**config.mk**
```make
export PLATFORM = sky130hd
export DESIGN_NAME = crd_drop_unit
export DESIGN_NICKNAME = d
export VERILOG_FILES = /design/src/rtl/crd_drop_unit.sv
export SDC_FILE = /design/constraint.sdc
export NUM_CORES = 1
export LEC_CHECK = 0
export ABC_CLOCK_PERIOD_IN_PS = 3600
export CORE_MARGIN = 8
export CORE_UTILIZATION = 40
export CTS_CLUSTER_SIZE = 20
export DETAILED_ROUTE_END_ITERATION = 8
export PLACE_DENSITY = 0.64
export SYNTH_ARGS = -nofsm -noshare
export SYNTH_HDL_FRONTEND = slang
export SYNTH_HIERARCHICAL = 1
export SYNTH_SLANG_ARGS = --single-unit
export TNS_END_PERCENT = 100
```
**constraint.sdc**
```tcl
create_clock -name clk -period 3.6 [get_ports clk]
set_clock_uncertainty 0.1 [all_clocks]
set_input_delay 0.36 -clock clk [delete_from_list [all_inputs] [get_ports clk]]
set_output_delay 0.36 -clock clk [all_outputs]
set_load 0.02 [all_outputs]
```
**src/rtl/crd_drop_unit.sv**
```systemverilog
// Coordinate dropper: forwards an outer coordinate only when its inner fiber
// holds at least one data token; the inner stream passes through unchanged.

module crd_drop_fifo #(
  parameter int unsigned DEPTH = 2,
  parameter int unsigned W     = 17
) (
  input  logic         clk,
  input  logic         rst_n,
  input  logic         clk_en,
  input  logic         flush,
  input  logic         push,
  input  logic         pop,
  input  logic [W-1:0] din,
  output logic [W-1:0] dout,
  output logic         empty,
  output logic         full
);
  localparam int unsigned PW = (DEPTH > 1) ? $clog2(DEPTH) : 1;
  localparam int unsigned CW = $clog2(DEPTH + 1);

  logic [W-1:0]  mem [DEPTH];
  logic [PW-1:0] wr_ptr, rd_ptr;
  logic [CW-1:0] count;

  function automatic logic [PW-1:0] bump(input logic [PW-1:0] p);
    return (p == PW'(DEPTH - 1)) ? '0 : p + 1'b1;
  endfunction

  assign empty = (count == '0);
  assign full  = (count == CW'(DEPTH));
  assign dout  = mem[rd_ptr];

  always_ff @(posedge clk or negedge rst_n) begin
    if (!rst_n) begin
      wr_ptr <= '0;
      rd_ptr <= '0;
      count  <= '0;
    end else if (clk_en) begin
      if (flush) begin
        wr_ptr <= '0;
        rd_ptr <= '0;
        count  <= '0;
      end else begin
        if (push) wr_ptr <= bump(wr_ptr);
        if (pop)  rd_ptr <= bump(rd_ptr);
        if (push && !pop)      count <= count + 1'b1;
        else if (!push && pop) count <= count - 1'b1;
      end
    end
  end

  always_ff @(posedge clk) begin
    if (clk_en && !flush && push) mem[wr_ptr] <= din;
  end
endmodule

module crd_drop_unit #(
  parameter int unsigned FIFO_DEPTH = 2
) (
  input  logic        clk,
  input  logic        rst_n,
  input  logic        clk_en,
  input  logic        flush,
  input  logic        tile_en,
  input  logic [16:0] outer_crd_in,
  input  logic        outer_crd_in_valid,
  output logic        outer_crd_in_ready,
  input  logic [16:0] inner_crd_in,
  input  logic        inner_crd_in_valid,
  output logic        inner_crd_in_ready,
  output logic [16:0] outer_crd_out,
  output logic        outer_crd_out_valid,
  input  logic        outer_crd_out_ready,
  output logic [16:0] inner_crd_out,
  output logic        inner_crd_out_valid,
  input  logic        inner_crd_out_ready,
  output logic        protocol_error
);
  localparam logic [16:0] DONE_TOK = 17'h10100;

  typedef enum logic [1:0] {IDLE, FIBER, DRAIN} state_t;

  state_t      state, state_nxt;
  logic [16:0] held_crd, held_nxt;
  logic        nonempty, nonempty_nxt;
  logic        err_set;

  logic        en;
  logic        push_o, push_i, pop_o, pop_i;
  logic        o_empty, o_full, i_empty, i_full;
  logic        o_space, i_space;
  logic [16:0] din_o;

  logic o_is_data, o_is_done, o_is_stop;
  logic i_is_data, i_is_done, i_is_stop;

  // Flush and a frozen clock both block every handshake at the ports.
  assign en = clk_en & tile_en & ~flush;

  assign o_is_data = ~outer_crd_in[16];
  assign o_is_done = (outer_crd_in == DONE_TOK);
  assign o_is_stop = outer_crd_in[16] & ~o_is_done;
  assign i_is_data = ~inner_crd_in[16];
  assign i_is_done = (inner_crd_in == DONE_TOK);
  assign i_is_stop = inner_crd_in[16] & ~i_is_done;

  assign outer_crd_out_valid = en & ~o_empty;
  assign inner_crd_out_valid = en & ~i_empty;
  assign pop_o = outer_crd_out_valid & outer_crd_out_ready;
  assign pop_i = inner_crd_out_valid & inner_crd_out_ready;

  // A full FIFO still accepts a push when its head leaves in the same cycle.
  assign o_space = ~o_full | pop_o;
  assign i_space = ~i_full | pop_i;

  always_comb begin
    state_nxt          = state;
    held_nxt           = held_crd;
    nonempty_nxt       = nonempty;
    err_set            = 1'b0;
    push_o             = 1'b0;
    push_i             = 1'b0;
    din_o              = held_crd;
    outer_crd_in_ready = 1'b0;
    inner_crd_in_ready = 1'b0;
    case (state)
      IDLE: begin
        outer_crd_in_ready = en & (~o_is_stop | o_space);
        if (outer_crd_in_valid && outer_crd_in_ready) begin
          if (o_is_data) begin
            held_nxt     = outer_crd_in;
            nonempty_nxt = 1'b0;
            state_nxt    = FIBER;
          end else if (o_is_done) begin
            state_nxt = DRAIN;
          end else begin
            push_o = 1'b1;
            din_o  = outer_crd_in;
          end
        end
      end
      FIBER: begin
        inner_crd_in_ready = en & i_space & (~(i_is_stop & nonempty) | o_space);
        if (inner_crd_in_valid && inner_crd_in_ready) begin
          push_i = 1'b1;
          if (i_is_data) begin
            nonempty_nxt = 1'b1;
          end else if (i_is_done) begin
            err_set   = 1'b1;
            state_nxt = IDLE;
          end else begin
            push_o    = nonempty;
            state_nxt = IDLE;
          end
        end
      end
      DRAIN: begin
        inner_crd_in_ready = en & i_space & (~i_is_done | o_space);
        if (inner_crd_in_valid && inner_crd_in_ready) begin
          push_i = 1'b1;
          if (i_is_done) begin
            push_o    = 1'b1;
            din_o     = DONE_TOK;
            state_nxt = IDLE;
          end else begin
            err_set = 1'b1;
          end
        end
      end
      default: state_nxt = IDLE;
    endcase
  end

  always_ff @(posedge clk or negedge rst_n) begin
    if (!rst_n) begin
      state          <= IDLE;
      held_crd       <= '0;
      nonempty       <= 1'b0;
      protocol_error <= 1'b0;
    end else if (clk_en) begin
      if (flush) begin
        state          <= IDLE;
        held_crd       <= '0;
        nonempty       <= 1'b0;
        protocol_error <= 1'b0;
      end else begin
        state    <= state_nxt;
        held_crd <= held_nxt;
        nonempty <= nonempty_nxt;
        if (err_set) protocol_error <= 1'b1;
      end
    end
  end

  crd_drop_fifo #(.DEPTH(FIFO_DEPTH), .W(17)) u_outer_fifo (
    .clk   (clk),
    .rst_n (rst_n),
    .clk_en(clk_en),
    .flush (flush),
    .push  (push_o),
    .pop   (pop_o),
    .din   (din_o),
    .dout  (outer_crd_out),
    .empty (o_empty),
    .full  (o_full)
  );

  crd_drop_fifo #(.DEPTH(FIFO_DEPTH), .W(17)) u_inner_fifo (
    .clk   (clk),
    .rst_n (rst_n),
    .clk_en(clk_en),
    .flush (flush),
    .push  (push_i),
    .pop   (pop_i),
    .din   (inner_crd_in),
    .dout  (inner_crd_out),
    .empty (i_empty),
    .full  (i_full)
  );
endmodule

```
==> impl_metrics.xml, run 1 <==
<?xml version="1.0" encoding="UTF-8"?>
<metrics>
  <group name="status">
    <metric name="outcome" unit="">completed</metric>
  </group>
  <group name="clock_tree">
    <metric name="cts_buffers" unit="">9</metric>
    <metric name="cts_root_buffer" unit="">sky130_fd_sc_hd__clkbuf_16</metric>
    <metric name="cts.sinks" unit="">96</metric>
    <metric name="cts_tree" unit="">built</metric>
    <metric name="h-tree-depth" unit="">3</metric>
    <metric name="cts.path.max_buffers" unit="">2</metric>
    <metric name="worstSkewPairLatency" unit="ns">0.33</metric>
    <metric name="cts.reportedPaths.clkPinSlew" unit="ns">0.06</metric>
  </group>
  <group name="floorplan">
    <metric name="core_region_area" unit="sq mm">0.0114</metric>
    <metric name="start_util" unit="%">41.0</metric>
    <metric name="ios" unit="">82</metric>
    <metric name="rows" unit="">39</metric>
    <metric name="die_width" unit="microns">124</metric>
    <metric name="design.die.area" unit="sq mm">0.0154</metric>
    <metric name="die-height" unit="microns">124</metric>
  </group>
  <group name="synth">
    <metric name="synth-warning-count" unit="">6</metric>
    <metric name="synth_top_area_cell" unit="">sky130_fd_sc_hd__edfxtp_1</metric>
    <metric name="area_share_of_and_or_nand_nor_cells_after_synthesis" unit="%">12.3</metric>
    <metric name="ys_ff_latch" unit="">96</metric>
    <metric name="ys_dominant_reg_cell" unit="">sky130_fd_sc_hd__edfxtp_1</metric>
    <metric name="post_synth_instance_area" unit="sq mm">0.00468</metric>
    <metric name="yosysSeqAreaShare" unit="%">58.5</metric>
    <metric name="synth_xor_area_share" unit="%">0.374</metric>
    <metric name="synth_cell_type_count" unit="">54</metric>
    <metric name="yosys.area_share.adder" unit="%">1.07</metric>
    <metric name="synthMuxAreaShare" unit="%">14.2</metric>
    <metric name="postSynthCellCount" unit="">352</metric>
    <metric name="synth.top_cells.by_area" unit="">sky130_fd_sc_hd__edfxtp_1, sky130_fd_sc_hd__dfrtp_1, sky130_fd_sc_hd__mux2_2, sky130_fd_sc_hd__nand2_1, sky130_fd_sc_hd__a22o_1</metric>
    <metric name="ys_async_sr_fraction" unit="%">29.2</metric>
    <metric name="share_of_the_synthesized_area_in_compound_gates_ao_oa_aoi_oai" unit="%">9.99</metric>
    <metric name="synth_top_family_by_area" unit="">multiplexers</metric>
    <metric name="synth.net_count" unit="">399</metric>
    <metric name="avgSynthCellArea" unit="sq um">13.3</metric>
    <metric name="synth-edff-count" unit="">68</metric>
    <metric name="yosysMostFrequentCell" unit="">sky130_fd_sc_hd__edfxtp_1</metric>
    <metric name="synth_top_cells_by_count" unit="">sky130_fd_sc_hd__edfxtp_1, sky130_fd_sc_hd__nand2_1, sky130_fd_sc_hd__mux2_2</metric>
    <metric name="synth_largest_type_area_fraction" unit="%">43.6</metric>
  </group>
  <group name="routing">
    <metric name="via_count" unit="">3116</metric>
    <metric name="antenna_left" unit="">0</metric>
    <metric name="sum_of_routed_wire_length_over_all_layers" unit="mm">10.3</metric>
    <metric name="detailedRoute.firstPassIterationCount" unit="">4</metric>
    <metric name="routed_via_density" unit="">5.31</metric>
    <metric name="avgRoutedWirePerCell" unit="microns">17.6</metric>
    <metric name="number_of_design_rule_violations_left_after_detail_routing" unit="">0</metric>
    <metric name="drtIter0Drc" unit="">192</metric>
  </group>
  <group name="global_routing">
    <metric name="global_route_wire_length_before_repair" unit="mm">16.6</metric>
    <metric name="antenna_violations_before_repair" unit="">0</metric>
    <metric name="grt_use_total" unit="%">13.3</metric>
    <metric name="grt-ovfl-total" unit="">0</metric>
    <metric name="grt_start_max_net_pins" unit="">33</metric>
    <metric name="number_of_global_route_vias_before_repair" unit="">3166</metric>
  </group>
  <group name="worst_setup_path">
    <metric name="endpoint_kind" unit="">primary output</metric>
    <metric name="worst-endpoint-required" unit="ns">3.14</metric>
    <metric name="worstSetupPathType" unit="">in -&gt; out</metric>
    <metric name="worstPathMaxFanout" unit="">3</metric>
    <metric name="critical_path_arrival" unit="ns">2.51</metric>
    <metric name="timing.critical_path.from_type" unit="">input pin</metric>
  </group>
  <group name="timing">
    <metric name="post-route-period-util" unit="%">82.5</metric>
    <metric name="fmax" unit="MHz">337</metric>
    <metric name="period_minus_slack" unit="ns">2.97</metric>
    <metric name="finalSetupTns" unit="ns">0</metric>
    <metric name="finalWorstSetupSlack" unit="ns">0.629</metric>
    <metric name="max-slew-margin-rel" unit="%">40.9</metric>
    <metric name="report.final.hold_viol_count" unit="">0</metric>
    <metric name="timing.final.setup_violations" unit="">0</metric>
    <metric name="hold_ws" unit="ns">0.407</metric>
    <metric name="worst_margin_pin_slew" unit="ns">0.887</metric>
    <metric name="final-max-slew-violation-count" unit="">0</metric>
    <metric name="rsz_0062_raised_after_global_routing" unit="">no</metric>
  </group>
  <group name="final_layout">
    <metric name="post_route_cells_drive_above_1_share" unit="%">22.1</metric>
    <metric name="post-route-cell-area" unit="sq mm">0.00595</metric>
    <metric name="antenna_cells_inserted" unit="">0</metric>
    <metric name="finish.net_count" unit="">486</metric>
    <metric name="syn2layout_area_growth" unit="%">27.1</metric>
    <metric name="fill_cells" unit="">997</metric>
    <metric name="ff_latch_area" unit="sq mm">0.00274</metric>
    <metric name="footprint_of_the_multi_input_gates" unit="sq mm">0.00178</metric>
  </group>
  <group name="place">
    <metric name="io_buffer_count" unit="">81</metric>
    <metric name="gp_congestion" unit="">0.800</metric>
    <metric name="dpl.hpwl" unit="mm">7.18</metric>
    <metric name="place_area" unit="sq mm">0.00563</metric>
    <metric name="dpl_ws" unit="ns">0.360</metric>
  </group>
  <group name="power_and_ir_drop">
    <metric name="power" unit="mW">2.92</metric>
    <metric name="power_per_cell_area" unit="mW/mm^2">490</metric>
    <metric name="leakagePower" unit="nW">2.15</metric>
    <metric name="irDropWorstVdd" unit="mV">0.246</metric>
  </group>
  <group name="worst_hold_path">
    <metric name="hold_path_class" unit="">reg -&gt; reg</metric>
  </group>
  <group name="job">
    <metric name="cap_violations" unit="">0</metric>
  </group>
</metrics>
[per-stage QoR]
| step | cells | utilization, % |
|---|---|---|
| 2_1_floorplan | 352 | - |
| 3_3_place_gp | 570 | 49.3 |
| 3_5_place_dp | 570 | 49.3 |
| 4_1_cts | 587 | 52.1 |
| 5_1_grt | 587 | 52.1 |
| 6_report | 587 | 52.1 |
[final cells by class]
type,count,area share [%]
inverter,15,0.946
clock buffer,9,3.78
clock inverter,7,1.58
timing repair buffer,90,14.7
tap,143,3.00
sequential,96,46.1
multi-input combinational,227,29.9
[cell usage in the layout (no fill, tap or decap), types with 3 or more instances in the layout]
cell                              instances
sky130_fd_sc_hd__a21oi_1                  3
sky130_fd_sc_hd__dfrtp_1                 28
sky130_fd_sc_hd__nor2_1                   7
sky130_fd_sc_hd__nor2b_1                  5
sky130_fd_sc_hd__ha_1                     4
sky130_fd_sc_hd__and3_2                   4
sky130_fd_sc_hd__o22ai_1                  4
sky130_fd_sc_hd__a22o_1                  15
sky130_fd_sc_hd__o211ai_1                 5
sky130_fd_sc_hd__edfxtp_1                68
sky130_fd_sc_hd__mux2i_1                  4
sky130_fd_sc_hd__mux2_4                   7
sky130_fd_sc_hd__nand2b_1                 4
sky130_fd_sc_hd__nand2_1                 47
sky130_fd_sc_hd__clkbuf_16                9
sky130_fd_sc_hd__inv_1                   15
sky130_fd_sc_hd__clkdlybuf4s50_1         80
sky130_fd_sc_hd__o21ai_0                 22
sky130_fd_sc_hd__nor4_1                   3
sky130_fd_sc_hd__nor4_2                   3
sky130_fd_sc_hd__buf_4                    8
sky130_fd_sc_hd__mux2_2                  45
sky130_fd_sc_hd__nand3_1                  4
[repair_timing]
| item | 4_1_cts | 5_1_grt |
|---|---|---|
| hold buffers | 1 | 0 |
| setup endpoints to repair | 0 | 0 |
| hold endpoints to repair | 28 | 0 |
| resized for setup | 0 | 0 |
| buffers inserted | 0 | 0 |
[per-layer routing]
| metal | track usage, % | vias to the layer above | wire length (microns) |
|---|---|---|---|
| li1 | - | 1497 | - |
| met1 | 17.0 | 1547 | 4870 |
| met2 | 21.8 | 65 | 4990 |
| met3 | 2.98 | 7 | 349 |
| met4 | 3.97 | 0 | 106 |
| met5 | 0 | - | 0 |
[sequential cells by signal, indices dropped and copies added (netlist names)]
register and flops:
u_outer_fifo/count 2, u_inner_fifo/count 2, nonempty 1, state 2
u_inner_fifo/mem 34, held_crd 16, u_inner_fifo/rd_ptr 1, u_outer_fifo/wr_ptr 1
u_inner_fifo/wr_ptr 1, u_outer_fifo/rd_ptr 1, protocol_error 1, u_outer_fifo/mem 34
[cell families (layout without fill, tap and decap cells)]
family | after synthesis | count (layout)
simple gates | 99 | 99
mux | 57 | 57
flops | 96 | 96
buf+inv | 29 | 121
compound gates | 65 | 65
fa+ha+maj | 4 | 4
xor+xnor | 2 | 2
[report_power, final]
group	total (mW)	internal (mW)	switching (mW)
clock network	1.01	0.608	0.401
logic	0.612	0.259	0.353
registers	1.29	1.25	0.0490
[path summary, 6_finish.rpt]
| path | endpoint | cells after the start | from | slack (ns) |
|---|---|---|---|---|
| setup / recovery | inner_crd_in_ready | 6 | inner_crd_in[5] | 0.63 |
| hold / removal | nonempty$_DFFE_PN0P_ | 1 | nonempty$_DFFE_PN0P_ | 0.41 |
| setup reg to reg | u_outer_fifo/mem[1][8]$_DFFE_PP_ | 7 | u_outer_fifo/count[0]$_DFFE_PN0P_ | 0.88 |
| hold reg to reg | nonempty$_DFFE_PN0P_ | 1 | nonempty$_DFFE_PN0P_ | 0.41 |
| max in group asynchronous | nonempty$_DFFE_PN0P_ | 2 | rst_n | 2.46 |
| min in group asynchronous | held_crd[5]$_DFFE_PN0P_ | 2 | rst_n | 0.49 |
[critical path, stage by stage]
cell                              delay, ns
sky130_fd_sc_hd__clkdlybuf4s50_1       0.46
sky130_fd_sc_hd__nor4_2                0.41
sky130_fd_sc_hd__a41oi_1               0.27
sky130_fd_sc_hd__a21boi_0              0.24
sky130_fd_sc_hd__o21ba_2               0.15
sky130_fd_sc_hd__clkdlybuf4s50_1       0.61
(Power assumes the default switching activity.)
==> inputs of run 2 (changes only) <==
ABC_CLOCK_PERIOD_IN_PS = 3100   (was 3600)
clock period = 3.1 ns   (was 3.6 ns; I/O delays follow)
==> run 2 against run 1 <==
Compared with the run above:
- non-clock buffer count rose by 10
- critical path type unchanged
- design area rose by 2.2%
- core utilization rose by 1.2 points
- critical endpoint unchanged
- sequential power rose by 16%
==> impl_metrics.xml, run 2 (synthesis gave the netlist of run 1 again) <==
<?xml version="1.0" encoding="UTF-8"?>
<metrics>
  <group name="routing">
    <metric name="antenna_left" unit="">0</metric>
    <metric name="number_of_design_rule_violations_left_after_detail_routing" unit="">0</metric>
    <metric name="via_count" unit="">3198</metric>
    <metric name="detailedRoute.firstPassIterationCount" unit="">4</metric>
    <metric name="sum_of_routed_wire_length_over_all_layers" unit="mm">10.8</metric>
    <metric name="routed_via_density" unit="">5.36</metric>
    <metric name="drtIter0Drc" unit="">160</metric>
    <metric name="avgRoutedWirePerCell" unit="microns">18.0</metric>
  </group>
  <group name="clock_tree">
    <metric name="cts.reportedPaths.clkPinSlew" unit="ns">0.06</metric>
    <metric name="cts_root_buffer" unit="">sky130_fd_sc_hd__clkbuf_16</metric>
    <metric name="h-tree-depth" unit="">3</metric>
    <metric name="worstSkewPairLatency" unit="ns">0.34</metric>
    <metric name="cts.sinks" unit="">96</metric>
    <metric name="cts.path.max_buffers" unit="">2</metric>
    <metric name="cts_tree" unit="">built</metric>
    <metric name="post_cts_resize_count" unit="">0</metric>
    <metric name="cts_buffers" unit="">9</metric>
  </group>
  <group name="global_routing">
    <metric name="grt-ovfl-total" unit="">0</metric>
    <metric name="antenna_violations_before_repair" unit="">0</metric>
    <metric name="grt_use_total" unit="%">13.9</metric>
    <metric name="number_of_global_route_vias_before_repair" unit="">3349</metric>
    <metric name="grt_start_max_net_pins" unit="">33</metric>
    <metric name="global_route_wire_length_before_repair" unit="mm">17.4</metric>
  </group>
  <group name="timing">
    <metric name="rsz_0062_raised_after_global_routing" unit="">no</metric>
    <metric name="worst_margin_pin_slew" unit="ns">0.959</metric>
    <metric name="period_minus_slack" unit="ns">2.96</metric>
    <metric name="max-slew-margin-rel" unit="%">34.8</metric>
    <metric name="timing.final.setup_violations" unit="">0</metric>
    <metric name="final-max-slew-violation-count" unit="">0</metric>
    <metric name="report.final.hold_viol_count" unit="">0</metric>
    <metric name="finalSetupTns" unit="ns">0</metric>
    <metric name="fmax" unit="MHz">338</metric>
    <metric name="post-route-period-util" unit="%">95.4</metric>
    <metric name="hold_ws" unit="ns">0.264</metric>
    <metric name="finalWorstSetupSlack" unit="ns">0.144</metric>
  </group>
  <group name="final_layout">
    <metric name="finish.net_count" unit="">496</metric>
    <metric name="mostFrequentLayoutCells" unit="">sky130_fd_sc_hd__clkdlybuf4s50_1, sky130_fd_sc_hd__edfxtp_1, sky130_fd_sc_hd__nand2_1</metric>
    <metric name="post_route_cells_drive_above_1_share" unit="%">23.3</metric>
    <metric name="antenna_cells_inserted" unit="">0</metric>
    <metric name="reg_top3" unit="">u_inner_fifo/mem x34, u_outer_fifo/mem x34, held_crd x16</metric>
    <metric name="fill_cells" unit="">978</metric>
    <metric name="syn2layout_area_growth" unit="%">30.0</metric>
    <metric name="layout_commonest_cell" unit="">sky130_fd_sc_hd__clkdlybuf4s50_1</metric>
  </group>
  <group name="power_and_ir_drop">
    <metric name="power_per_cell_area" unit="mW/mm^2">560</metric>
    <metric name="irDropWorstVdd" unit="mV">0.300</metric>
    <metric name="leakagePower" unit="nW">2.22</metric>
    <metric name="power.share.switching" unit="%">26.8</metric>
    <metric name="seq_power_share" unit="%">44.0</metric>
    <metric name="power" unit="mW">3.41</metric>
    <metric name="p_int" unit="mW">2.50</metric>
    <metric name="power_switching" unit="mW">0.915</metric>
    <metric name="pwr-share-clk" unit="%">35.0</metric>
    <metric name="comb_power_share" unit="%">21.0</metric>
  </group>
  <group name="floorplan">
    <metric name="rows" unit="">39</metric>
    <metric name="core_region_area" unit="sq mm">0.0114</metric>
    <metric name="ios" unit="">82</metric>
    <metric name="design.die.area" unit="sq mm">0.0154</metric>
    <metric name="die-height" unit="microns">124</metric>
    <metric name="die_width" unit="microns">124</metric>
    <metric name="start_util" unit="%">41.0</metric>
  </group>
  <group name="place">
    <metric name="io_buffer_count" unit="">81</metric>
    <metric name="dpl.hpwl" unit="mm">7.46</metric>
    <metric name="gp_congestion" unit="">0.810</metric>
    <metric name="dpl_ws" unit="ns">0.0432</metric>
  </group>
  <group name="worst_setup_path">
    <metric name="timing.critical_path.from_type" unit="">input pin</metric>
    <metric name="worst-endpoint-required" unit="ns">2.69</metric>
    <metric name="worstPathMaxFanout" unit="">3</metric>
    <metric name="endpoint_kind" unit="">primary output</metric>
    <metric name="worstSetupPathType" unit="">in -&gt; out</metric>
    <metric name="depth_of_the_most_critical_reg_to_reg_path" unit="">7</metric>
    <metric name="critical_path.reg2reg.endpoint" unit="">u_outer_fifo/mem[1][11]$_DFFE_PP_</metric>
    <metric name="critical_path_arrival" unit="ns">2.55</metric>
    <metric name="critical_path.reg2reg.startpoint" unit="">u_outer_fifo/count[0]$_DFFE_PN0P_</metric>
    <metric name="regToRegSetupSlack" unit="ns">0.34</metric>
  </group>
  <group name="worst_hold_path">
    <metric name="hold_path_class" unit="">in -&gt; async</metric>
  </group>
  <group name="status">
    <metric name="outcome" unit="">completed</metric>
  </group>
  <group name="job">
    <metric name="cap_violations" unit="">0</metric>
  </group>
</metrics>
-- run 2: worst max-delay path by stage --
stage	startpoint	endpoint	cells after the start
global placement	outer_crd_in[3]	u_outer_fifo/count[1]$_DFFE_PN0P_	10
CTS	u_outer_fifo/count[0]$_DFFE_PN0P_	inner_crd_in_ready	6
global route	inner_crd_in[1]	inner_crd_in_ready	6
finish	inner_crd_in[2]	inner_crd_in_ready	6
detailed placement	outer_crd_in[2]	u_outer_fifo/count[1]$_DFFE_PN0P_	10
floorplan	u_outer_fifo/count[0]$_DFFE_PN0P_	u_outer_fifo/mem[0][0]$_DFFE_PP_	9
-- run 2: timing repair --
item | in CTS | in global routing
setup buffers | 0 | 1
hold buffers | 0 | 0
endpoints found under the setup margin | 0 | 1
-- run 2: power groups by stage --
stage	Sequential, mW	Clock, mW	Combinational, mW
after floorplan	1.51	0	0.477
after global placement	1.52	0	0.694
after detailed placement	1.53	0	0.701
after CTS	1.50	1.21	0.709
after global routing	1.51	1.27	0.780
final	1.50	1.19	0.718
-- run 2: cell type report --
type                    instances  area [sq um]  area share, %
flip-flops and latches         96          2740           45.0
multi-input cells             227          1780           29.3
repair buffers                100          1000           16.5
clock buffers                  13           260           4.27
well taps                     143           179           2.94
clock inverters                 3          65.1           1.07
inverters                      15          56.3          0.925
-- run 2: through the flow --
step | instances | util, % | cell area, sq um
CTS | 596 | 53.3 | 6080
detailed placement | 580 | 50.4 | 5760
floorplan | 352 | - | 4680
global placement | 580 | 50.4 | 5760
global route | 597 | 53.3 | 6090
finish | 597 | 53.3 | 6090
-- run 2: metal layers --
| layer | vias to the layer above | track usage [%] | part of all wire (%) |
|---|---|---|---|
| met3 | 15 | 2.81 | 3.7 |
| met2 | 73 | 22.9 | 49 |
| met1 | 1591 | 17.1 | 46 |
| met4 | 0 | 6.24 | 1.9 |
| li1 | 1519 | - | - |
| met5 | - | 0 | 0 |
-- run 2: worst max-delay path, cell delays in order --
cell and delay [ns]:
sky130_fd_sc_hd__clkdlybuf4s50_1 0.46, sky130_fd_sc_hd__nor4_2 0.48, sky130_fd_sc_hd__a41oi_1 0.27, sky130_fd_sc_hd__a21boi_0 0.25
sky130_fd_sc_hd__o21ba_2 0.18, sky130_fd_sc_hd__clkdlybuf4s50_1 0.61
==> inputs of run 3 (changes only) <==
CORE_UTILIZATION = 53   (was 40)
PLACE_DENSITY = 0.81   (was 0.64)
==> run 3 against run 2 <==
Compared with the run above:
- core utilization rose by 15 points
- first-iteration DRC count rose by 60%
- routed wire length fell by 4.8%
- final cell count fell by 6.4%
==> impl_metrics.xml, run 3 (synthesis gave the netlist of run 1 again) <==
<?xml version="1.0" encoding="UTF-8"?>
<metrics>
  <group name="worst_setup_path">
    <metric name="critPathMaxStageDelay" unit="ns">0.55</metric>
    <metric name="endpoint_kind" unit="">primary output</metric>
    <metric name="timing.critical_path.from_type" unit="">register</metric>
    <metric name="critical_path_arrival" unit="ns">2.53</metric>
    <metric name="worst-endpoint-required" unit="ns">2.69</metric>
    <metric name="worstPathMaxFanout" unit="">8</metric>
    <metric name="worstSetupPathType" unit="">reg -&gt; out</metric>
    <metric name="crit_family" unit="">compound AO/OA/AOI/OAI gates</metric>
    <metric name="path_cells" unit="">nor2_1, and4bb_4, a21boi_4, a31oi_1, o21ba_2, clkdlybuf4s50_1</metric>
    <metric name="critPathSlowestCell" unit="">sky130_fd_sc_hd__clkdlybuf4s50_1</metric>
    <metric name="worstPathBufferInverterCount" unit="">1</metric>
  </group>
  <group name="timing">
    <metric name="worst_margin_pin_slew" unit="ns">0.939</metric>
    <metric name="timing.final.setup_violations" unit="">0</metric>
    <metric name="post-route-period-util" unit="%">94.7</metric>
    <metric name="report.final.hold_viol_count" unit="">0</metric>
    <metric name="fmax" unit="MHz">341</metric>
    <metric name="max-slew-margin-rel" unit="%">36.2</metric>
    <metric name="period_minus_slack" unit="ns">2.94</metric>
    <metric name="finalWorstSetupSlack" unit="ns">0.164</metric>
    <metric name="hold_ws" unit="ns">0.217</metric>
    <metric name="finalSetupTns" unit="ns">0</metric>
    <metric name="final-max-slew-violation-count" unit="">0</metric>
    <metric name="rsz_0062_raised_after_global_routing" unit="">no</metric>
  </group>
  <group name="power_and_ir_drop">
    <metric name="leakagePower" unit="nW">2.14</metric>
    <metric name="irDropWorstVdd" unit="mV">0.243</metric>
    <metric name="power_per_cell_area" unit="mW/mm^2">509</metric>
    <metric name="comb_power_share" unit="%">23.6</metric>
    <metric name="pwr-share-clk" unit="%">26.3</metric>
    <metric name="seq_power_share" unit="%">50.2</metric>
    <metric name="power_switching" unit="mW">0.943</metric>
    <metric name="power.share.switching" unit="%">31.5</metric>
    <metric name="p_int" unit="mW">2.05</metric>
  </group>
  <group name="floorplan">
    <metric name="ios" unit="">82</metric>
    <metric name="core_region_area" unit="sq mm">0.00864</metric>
    <metric name="die_width" unit="microns">110</metric>
    <metric name="start_util" unit="%">54.2</metric>
    <metric name="rows" unit="">34</metric>
    <metric name="design.die.area" unit="sq mm">0.0121</metric>
    <metric name="die-height" unit="microns">110</metric>
  </group>
  <group name="routing">
    <metric name="avgRoutedWirePerCell" unit="microns">18.3</metric>
    <metric name="antenna_left" unit="">0</metric>
    <metric name="routed_via_density" unit="">5.66</metric>
    <metric name="drtIter0Drc" unit="">256</metric>
    <metric name="detailedRoute.firstPassIterationCount" unit="">4</metric>
    <metric name="number_of_design_rule_violations_left_after_detail_routing" unit="">0</metric>
    <metric name="sum_of_routed_wire_length_over_all_layers" unit="mm">10.2</metric>
    <metric name="via_count" unit="">3162</metric>
  </group>
  <group name="job">
    <metric name="cap_violations" unit="">0</metric>
  </group>
  <group name="clock_tree">
    <metric name="post_cts_resize_count" unit="">0</metric>
    <metric name="cts_root_buffer" unit="">sky130_fd_sc_hd__clkbuf_8</metric>
    <metric name="cts_buffers" unit="">9</metric>
    <metric name="cts-hold-fix-buffers" unit="">0</metric>
    <metric name="cts_tree" unit="">built</metric>
    <metric name="cts.path.max_buffers" unit="">2</metric>
    <metric name="worstSkewPairLatency" unit="ns">0.37</metric>
    <metric name="cts.sinks" unit="">96</metric>
    <metric name="postCtsSetupBuffers" unit="">0</metric>
    <metric name="h-tree-depth" unit="">3</metric>
    <metric name="cts.reportedPaths.clkPinSlew" unit="ns">0.10</metric>
  </group>
  <group name="global_routing">
    <metric name="global_route_wire_length_before_repair" unit="mm">16.0</metric>
    <metric name="grt_start_max_net_pins" unit="">33</metric>
    <metric name="antenna_violations_before_repair" unit="">0</metric>
    <metric name="grt-ovfl-total" unit="">0</metric>
    <metric name="number_of_global_route_vias_before_repair" unit="">3203</metric>
    <metric name="grt_use_total" unit="%">17.4</metric>
  </group>
  <group name="final_layout">
    <metric name="syn2layout_area_growth" unit="%">25.6</metric>
    <metric name="fill_cells" unit="">625</metric>
    <metric name="footprint_of_the_multi_input_gates" unit="sq mm">0.00178</metric>
    <metric name="reg_top3" unit="">u_inner_fifo/mem x34, u_outer_fifo/mem x34, held_crd x16</metric>
    <metric name="layout_commonest_cell" unit="">sky130_fd_sc_hd__clkdlybuf4s50_1</metric>
    <metric name="antenna_cells_inserted" unit="">0</metric>
    <metric name="mostFrequentLayoutCells" unit="">sky130_fd_sc_hd__clkdlybuf4s50_1, sky130_fd_sc_hd__edfxtp_1, sky130_fd_sc_hd__nand2_1</metric>
    <metric name="finish.cell_count_without_fillers" unit="">559</metric>
    <metric name="finish.net_count" unit="">493</metric>
    <metric name="ff_latch_area" unit="sq mm">0.00274</metric>
    <metric name="post_route_cells_drive_above_1_share" unit="%">23.1</metric>
  </group>
  <group name="place">
    <metric name="io_buffer_count" unit="">81</metric>
    <metric name="total_placed_cells_including_tap_cells" unit="">543</metric>
    <metric name="dpl.hpwl" unit="mm">7.26</metric>
    <metric name="gp_congestion" unit="">0.840</metric>
    <metric name="dpl_ws" unit="ns">0.0540</metric>
  </group>
  <group name="worst_hold_path">
    <metric name="hold_path_class" unit="">in -&gt; async</metric>
  </group>
  <group name="status">
    <metric name="outcome" unit="">completed</metric>
  </group>
</metrics>
run 3: changes by cell type in the layout (fill, tap and decap cells not counted), sizes merged:
cell    delta
clkbuf     -4
inv        +4
buf        -3
bufinv     -2
clkinv     +2
run 3: final timing paths:
path | cells past startpoint | start | slack [ns] | end
setup / recovery | 6 | u_outer_fifo/count[0]$_DFFE_PN0P_ | 0.16 | inner_crd_in_ready
hold / removal | 2 | rst_n | 0.22 | held_crd[12]$_DFFE_PN0P_
setup reg to reg | 7 | u_outer_fifo/count[0]$_DFFE_PN0P_ | 0.30 | u_outer_fifo/mem[0][9]$_DFFE_PP_
hold reg to reg | 1 | nonempty$_DFFE_PN0P_ | 0.45 | nonempty$_DFFE_PN0P_
max in group asynchronous | 2 | rst_n | 2.37 | held_crd[1]$_DFFE_PN0P_
min in group clk | 1 | inner_crd_in[8] | 0.44 | u_inner_fifo/mem[1][8]$_DFFE_PP_
run 3: routing by layer:
metal / up-vias / track usage (%) / share of wire (%) / wire length [microns]
li1: 1516 / - / - / -
met2: 100 / 29.3 / 50 / 5150
met1: 1534 / 21.4 / 42 / 4260
met5: - / 0 / 0 / 0
met4: 0 / 7.91 / 1.6 / 165
met3: 12 / 3.14 / 6.4 / 656
run 3: power by group through the flow:
stage	Sequential, mW	Clock (mW)	Combinational, mW
after floorplan	1.51	0	0.477
after global placement	1.52	0	0.678
after detailed placement	1.53	0	0.699
after CTS	1.50	0.799	0.703
after global routing	1.51	0.846	0.765
final	1.50	0.786	0.705
run 3: layout make-up:
cell class,instances,share of cell area [%]
inverter,15,0.957
tap,108,2.30
multi-input combinational,227,30.3
clock buffer,9,2.11
clock inverter,7,1.04
sequential,96,46.6
timing repair buffer,97,16.7
run 3: metrics by stage:
step           utilization, %  instance area [sq um]  total power, mW
2_1_floorplan               -                   4680             1.99
3_3_place_gp             66.0                   5700             2.20
3_5_place_dp             66.0                   5700             2.23
4_1_cts                  68.1                   5880             3.00
5_1_grt                  68.1                   5880             3.12
6_report                 68.1                   5880             2.99
